$ cat src/rtl/count_uart_tx.sv
`default_nettype none
// ============================================================================
//  Module      : count_uart_tx
//  Description : Watches a 4-bit counter and queues every change in a small
//                FIFO. Each queued value is sent as one ASCII hex character
//                ('0'..'9', 'A'..'F') in a UART 8N1 frame, LSB first, idle high.
//  Ports       : clk        - single rising-edge clock
//                reset      - synchronous active-high reset
//                count      - upstream counter value (synchronous to clk)
//                tx         - registered UART serial output
//                busy       - high while a frame is on tx
//                overflow   - sticky flag: a change was dropped on a full FIFO
//                fifo_level - number of queued entries
//  Revision    : 1.0 - initial release
// ============================================================================
module count_uart_tx #(
    parameter int CLKS_PER_BIT = 868,
    parameter int DEPTH        = 4
) (
    input  logic                     clk,
    input  logic                     reset,
    input  logic [3:0]               count,
    output logic                     tx,
    output logic                     busy,
    output logic                     overflow,
    output logic [$clog2(DEPTH):0]   fifo_level
);

    localparam int c_AW = $clog2(DEPTH);
    localparam int c_BW = (CLKS_PER_BIT > 1) ? $clog2(CLKS_PER_BIT) : 1;
    localparam logic [c_BW-1:0] c_BAUD_LAST = c_BW'(CLKS_PER_BIT - 1);
    localparam logic [c_AW:0]   c_FULL      = (c_AW + 1)'(DEPTH);

    typedef enum logic [1:0] {
        S_IDLE  = 2'b00,
        S_START = 2'b01,
        S_DATA  = 2'b10,
        S_STOP  = 2'b11
    } state_t;

    // ------------------------------------------------------------------
    // Change detection
    // ------------------------------------------------------------------
    logic [3:0] r_prev_count;
    logic       r_primed;     // low on the first cycle after reset: baseline only

    always_ff @(posedge clk) begin
        r_prev_count <= count;
        if (reset) r_primed <= 1'b0;
        else       r_primed <= 1'b1;
    end

    logic w_push;
    assign w_push = r_primed && !reset && (count != r_prev_count);

    // ------------------------------------------------------------------
    // FIFO (raw 4-bit values; ASCII encoding happens at the pop)
    // ------------------------------------------------------------------
    logic [3:0]      r_mem [DEPTH];
    logic [c_AW-1:0] r_wr_ptr;
    logic [c_AW-1:0] r_rd_ptr;
    logic [c_AW:0]   r_level;
    logic            r_overflow;

    logic w_pop;
    logic w_full;
    logic w_push_ok;

    assign w_full    = (r_level == c_FULL);
    // A pop on the same edge frees a slot, so a push into a full FIFO still fits.
    assign w_push_ok = w_push && (!w_full || w_pop);

    always_ff @(posedge clk) begin
        if (w_push_ok) r_mem[r_wr_ptr] <= count;
    end

    always_ff @(posedge clk) begin
        if (reset) begin
            r_wr_ptr   <= '0;
            r_rd_ptr   <= '0;
            r_level    <= '0;
            r_overflow <= 1'b0;
        end else begin
            if (w_push_ok) r_wr_ptr <= r_wr_ptr + 1'b1;
            if (w_pop)     r_rd_ptr <= r_rd_ptr + 1'b1;
            case ({w_push_ok, w_pop})
                2'b10:   r_level <= r_level + 1'b1;
                2'b01:   r_level <= r_level - 1'b1;
                default: r_level <= r_level;
            endcase
            if (w_push && !w_push_ok) r_overflow <= 1'b1;
        end
    end

    logic [3:0] w_head;
    logic [7:0] w_head_ascii;
    assign w_head       = r_mem[r_rd_ptr];
    assign w_head_ascii = (w_head < 4'd10) ? {4'h3, w_head} : (8'h37 + {4'h0, w_head});

    // ------------------------------------------------------------------
    // Transmitter FSM
    // ------------------------------------------------------------------
    state_t          r_state;
    state_t          w_state_nxt;
    logic [c_BW-1:0] r_baud;
    logic [c_BW-1:0] w_baud_nxt;
    logic [2:0]      r_bit;
    logic [2:0]      w_bit_nxt;
    logic [7:0]      r_data;
    logic            r_tx;
    logic            w_tx_nxt;
    logic            w_baud_done;

    assign w_baud_done = (r_baud == c_BAUD_LAST);

    always_ff @(posedge clk) begin
        if (reset) begin
            r_state <= S_IDLE;
            r_baud  <= '0;
            r_bit   <= '0;
            r_data  <= '0;
            r_tx    <= 1'b1;
        end else begin
            r_state <= w_state_nxt;
            r_baud  <= w_baud_nxt;
            r_bit   <= w_bit_nxt;
            r_tx    <= w_tx_nxt;
            if (w_pop) r_data <= w_head_ascii;
        end
    end

    always_comb begin
        w_state_nxt = r_state;
        w_bit_nxt   = r_bit;
        w_pop       = 1'b0;
        // The baud counter only runs inside a frame and restarts at each bit.
        if (r_state == S_IDLE || w_baud_done) w_baud_nxt = '0;
        else                                  w_baud_nxt = r_baud + 1'b1;

        case (r_state)
            S_IDLE: begin
                if (r_level != '0) begin
                    w_pop       = 1'b1;
                    w_state_nxt = S_START;
                end
            end
            S_START: begin
                if (w_baud_done) begin
                    w_state_nxt = S_DATA;
                    w_bit_nxt   = 3'd0;
                end
            end
            S_DATA: begin
                if (w_baud_done) begin
                    if (r_bit == 3'd7) w_state_nxt = S_STOP;
                    else               w_bit_nxt   = r_bit + 3'd1;
                end
            end
            S_STOP: begin
                if (w_baud_done) w_state_nxt = S_IDLE;
            end
            default: w_state_nxt = S_IDLE;
        endcase

        // tx follows the state being entered so it is registered with it.
        if (w_state_nxt == S_START)     w_tx_nxt = 1'b0;
        else if (w_state_nxt == S_DATA) w_tx_nxt = r_data[w_bit_nxt];
        else                            w_tx_nxt = 1'b1;
    end

    assign tx         = r_tx;
    assign busy       = (r_state != S_IDLE);
    assign overflow   = r_overflow;
    assign fifo_level = r_level;

endmodule
`default_nettype wire
$ cat config.mk
export PLATFORM = sky130hd
export DESIGN_NAME = count_uart_tx
export DESIGN_NICKNAME = d
export VERILOG_FILES = /design/src/rtl/count_uart_tx.sv
export SDC_FILE = /design/constraint.sdc
export NUM_CORES = 1
export LEC_CHECK = 0
export ABC_CLOCK_PERIOD_IN_PS = 5500
export CORE_MARGIN = 4
export CORE_UTILIZATION = 40
export CTS_CLUSTER_SIZE = 14
export DETAILED_ROUTE_END_ITERATION = 10
export PLACE_DENSITY = 0.62
export SYNTH_ARGS = -nofsm -noshare
export SYNTH_HDL_FRONTEND = slang
export SYNTH_SLANG_ARGS = --single-unit
$ cat constraint.sdc
create_clock -name clk -period 5.5 [get_ports clk]
set_input_delay 0.55 -clock clk [delete_from_list [all_inputs] [get_ports clk]]
set_output_delay 0.55 -clock clk [all_outputs]
set_load 0.1 [all_outputs]
* Word level (Yosys, flattened, before mapping)
Memories as Yosys holds them, arrays and structs flattened. A register that Yosys moved wholly into a read port is not among the register bits. Cells that the tools add are included.
Word-level totals: input port bits 6, word-level logic and storage cells 69, bits in registers 37, memories 1, RAM bits 16, latch bits 0, ROM bits 0
Memory list:
- r_mem | depth 4, width 4, read ports 1, clocked after Yosys merged registers in 1, write ports 1, line 59 | logic [3:0] r_mem [DEPTH];
Operators by class: muxes and demuxes 23, equality and inequality tests 11, divide/modulo/power cells 0, order comparisons 2, reduce and logical (&&, ||, !) cells 14, bitwise gates (word level) 0, $add $sub $neg 7, multiply operators 0, shift operators 0
Operators by type and width (number):
- two-way mux 2 bit | 7
- case mux 3 bit (2 select lines) | 2
- adder 10 x 1 -> 10 bit (second input constant) | 1
- equality test 10 bit (second input constant) | 1
- two-way mux 3 bit | 3
- equality test 2 bit (second input constant) | 4
- two-way mux 1 bit | 8
- case mux 2 bit (4 select lines) | 1
- adder 6 x 4 -> 7 bit (first input constant) | 1
- two-way mux 7 bit | 1
- adder 3 x 1 -> 3 bit (second input constant) | 2
- equality test 2 x 1 -> 1 bit (second input constant) | 3
- equality test 3 bit (second input constant) | 2
- adder 2 x 1 -> 2 bit (second input constant) | 2
- logical AND 1 bit | 4
- < comparator 3 x 4 -> 1 bit (second input constant) | 1
- < comparator 4 bit (second input constant) | 1
- inequality test 4 bit | 1
- nonzero test 2 bit | 2
- binary-select mux 1 bit (select 3 bit) | 1
- logical NOT 1 bit | 3
- nonzero test 3 bit | 1
- subtractor 3 x 1 -> 3 bit (second input constant) | 1
- logical NOT 2 bit | 1
- 2 further kinds | 3

* Longest topological paths before layout
depth in word-level cells 8, depth in mapped cells 11, gate-level depth less buffers 11

* Worst setup path after synthesis
OpenSTA, ideal clock, no wires.
path type register to register, from register r_level[0], in the netlist fifo_level[0], to register r_level[2], in the netlist fifo_level[2], arrival 2.576 ns, setup slack 2.797 ns, stages on the path, launching flop included 9, cells stage by stage dfxtp_1 nor3_1 nor2_1 and2_1 inv_1 fa_1 a22oi_1 xor2_1 nor2_1
Between the ends: cells in the longest elaborated chain, start to end 7
RTL lines:
- from (decl) | line 62 | logic [c_AW:0] r_level;
- from (signal assigned) | line 87 | 2'b10: r_level <= r_level + 1'b1;
- from (signal assigned) | line 88 | 2'b01: r_level <= r_level - 1'b1;
- from (signal assigned) | line 89 | default: r_level <= r_level;
- nonzero test 3 bit | line 142 | if (r_level != '0) begin
- two-way mux 1 bit | line 142
- two-way mux 1 bit | line 140 | case (r_state)
- logical OR 1 bit | line 71 | assign w_push_ok = w_push && (!w_full || w_pop);
- logical AND 1 bit | line 71
- equality test 2 x 1 -> 1 bit / equality test 2 bit (equally long branches) | line 86 | case ({w_push_ok, w_pop})
- case mux 3 bit (2 select lines) / nonzero test 2 bit (equally long branches)
Parallel ways exist; a longest one is shown, timed or not. A chain may end at the register's enable or synchronous reset.

* Worst setup path after layout
from register r_state[0], to output busy
Between the ends: cells in the longest elaborated chain, start to end 1
RTL lines:
- from (decl) | line 103 | state_t r_state;
- from (signal assigned) | line 124 | r_state <= w_state_nxt;
- nonzero test 2 bit | line 172 | assign busy = (r_state != S_IDLE);
- to (decl) | line 24 | output logic busy,
No other way between the ends.

==> out/metrics.yaml <==
status:
  status: "finished clean"
worst_setup_path:
  crit_type: "flop to output port"
  worstReg2RegStart: "r_state[1]"
  cp-startpoint: "r_state[0]"
  worstPathArrival_ns: 2.32
  worstPathRequired_ns: 4.95
  end_kind: "output port"
  crit_fanout: 4
  critPathLaunchType: "flop"
finish:
  fillers: 581
  syn2layout_area_growth_pct: 11.1
  multi_input_area_sq_mm: 0.00115
  fin_util: 0.462
  antenna_cells: 0
  regArea_sq_mm: 0.00124
  finalInstanceArea_sq_mm: 0.00275
  final_cells: 319
  drive_gt1_frac: 0.0984
  num-nets-final: 262
timing:
  fmax_mhz: 349
  min_period_ns: 2.87
  finalClockSkew_ns: 0.00775
  relSlewSlack: 0.351
  setup_slack_ns: 2.63
  worst_slew_pin_slew_ns: 0.971
  setup_tns_ns: 0
  fin_crit_sh: 0.522
  finalMaxSlewViolations: 0
  rsz0062_at_grt: "no"
  final-hold-violation-count: 0
  setup_viol: 0
  timing.hold.ws_ns: 0.458
cts:
  htree_levels: 2
  clock_latency_ns: 0.31
  cts_hold_buf: 0
  cts-resized-gates: 0
  cts_buffers: 5
  cts_setup_buffers: 0
  cts-root-buf: "clkbuf_8"
  path_clk_slew_ns: 0.09
  clk_path_buf_depth: 2
  clock-sinks: 54
  cts_tree: "done"
min_path:
  hp-start: "r_data[3]"
  hold_class: "flop to flop"
global_route:
  gr-usage-met1: 0.157
  grt_usage: 0.119
  grtUsageMet2: 0.192
  grt-busiest-layer: "met2"
  use_met3: 0.0314
  grt_pass1_vias: 1573
  grt_pass1_wl_mm: 7.09
  overflow: 0
  antenna_found_initial: 0
  grt_max_degree: 25
detailed_routing:
  viasPerCell: 5.00
  drt_first_pass_iters: 4
  drt_iter0_markers: 54
  ant_nets: 0
  num_vias: 1595
  avgRoutedWirePerCell_um: 12.6
  drc: 0
  routed_wl_mm: 4.02
synth:
  synthTopCellsByArea: "dfxtp_1, edfxtp_1, ha_1"
  postSynthCellCount: 229
  yosysSeqAreaShare: 0.502
  synth-async-reset-ratio: 0
  yosys-top-cells-count: "dfxtp_1, nor2_1, edfxtp_1, inv_1"
  synth_edf_count: 16
  synth_top_cell_area_share: 0.308
  yosysUniqueCellTypes: 52
  synth_seq_cells: 54
  yosysTopAreaCell: "dfxtp_1"
  avgSynthCellArea_sq_um: 10.8
  syn-cell-area_sq_mm: 0.00247
  yosysMostFrequentCell: "dfxtp_1"
  yosys_warnings: 0
  synth_nets: 248
  synthFlopType: "dfxtp_1"
placed_design:
  port-buffer-count: 11
  place_area_sq_mm: 0.00266
  place_inst: 311
  hpwl_mm: 2.98
  gp_congestion: 0.716
  place_ws_ns: 2.44
floorplanning:
  ios: 12
  fp.dieW_um: 86.6
  std_cell_rows: 28
  core_sq_mm: 0.00596
  dieArea_sq_mm: 0.00751
  die_h_um: 86.6
  initial_core_util: 0.415
power:
  peakVddDrop_mv: 0.261
  p_total_mw: 1.24
  p_leak_nw: 1.01
  power.density_mw_per_mm2: 452
job:
  cap_violations: 0
report_power, final:
part	internal, mW	switching, mW	leakage [nW]	total [mW]
clock	0.0911	0.129	0.0456	0.220
combinational	0.187	0.324	0.509	0.511
sequential	0.469	0.0413	0.457	0.510
flip-flops by register name (all words and copies together) (netlist names), named ones only:
| register | count |
|---|---|
| r_mem | 16 |
| r_baud | 10 |
| r_data | 7 |
| r_prev_count | 4 |
| fifo_level | 3 |
| r_bit | 3 |
| r_rd_ptr | 2 |
| r_state | 2 |
| r_wr_ptr | 2 |
| overflow | 1 |
| r_primed | 1 |
| tx | 1 |
kinds of logic after synthesis:
family / Yosys count / share of synthesized area
compound gates: 31 / 0.0936
xor+xnor: 18 / 0.0637
fa+ha+maj: 13 / 0.0688
buf+inv: 21 / 0.0334
flops: 54 / 0.502
mux: 7 / 0.0592
simple gates: 85 / 0.180
final timing paths:
kind | slack [ns] | to | cells after the start
hold / removal | 0.46 | r_data[3] | 2
hold reg to reg | 0.46 | r_data[3] | 2
setup reg to reg | 2.95 | tx | 8
setup / recovery | 2.63 | busy | 4
layout make-up:
type	count	share of cell area
timing repair buffer	12	0.0428
clock buffer	6	0.0264
multi-input combinational	154	0.418
inverter	16	0.0218
tap	75	0.0341
sequential	54	0.452
clock inverter	2	0.00501
cell usage in the layout (no fill, tap or decap), types with 2 or more instances in the layout:
cell / Yosys / layout
nand4_1: 2 / 2
and3_1: 4 / 4
and2_1: 6 / 6
nand2_1: 6 / 6
nand3_1: 11 / 11
clkbuf_8: 0 / 5
edfxtp_1: 16 / 16
nor2_1: 34 / 34
a22oi_1: 2 / 2
nor2b_1: 3 / 3
nand2b_1: 2 / 2
mux4_2: 5 / 5
o21ai_0: 3 / 3
a21oi_1: 6 / 6
ha_1: 12 / 12
nor3_1: 6 / 6
a211oi_1: 4 / 4
dfxtp_1: 38 / 38
clkdlybuf4s50_1: 0 / 11
inv_1: 16 / 16
xnor2_1: 6 / 6
xor2_1: 12 / 12
layer usage:
| metal | vias to the layer above | wire length (um) |
|---|---|---|
| li1 | 833 | - |
| met2 | 12 | 1930 |
| met3 | 5 | 105 |
| met4 | 0 | 43 |
| met1 | 745 | 1940 |
| met5 | - | 0 |
critical path, cell delays in order, from the launching register on:
cell and delay [ns]:
dfxtp_1 0.40, inv_1 0.11, ha_1 0.23, inv_1 0.12
clkdlybuf4s50_1 1.15
Note: power is estimated with default switching activity, not from simulation.
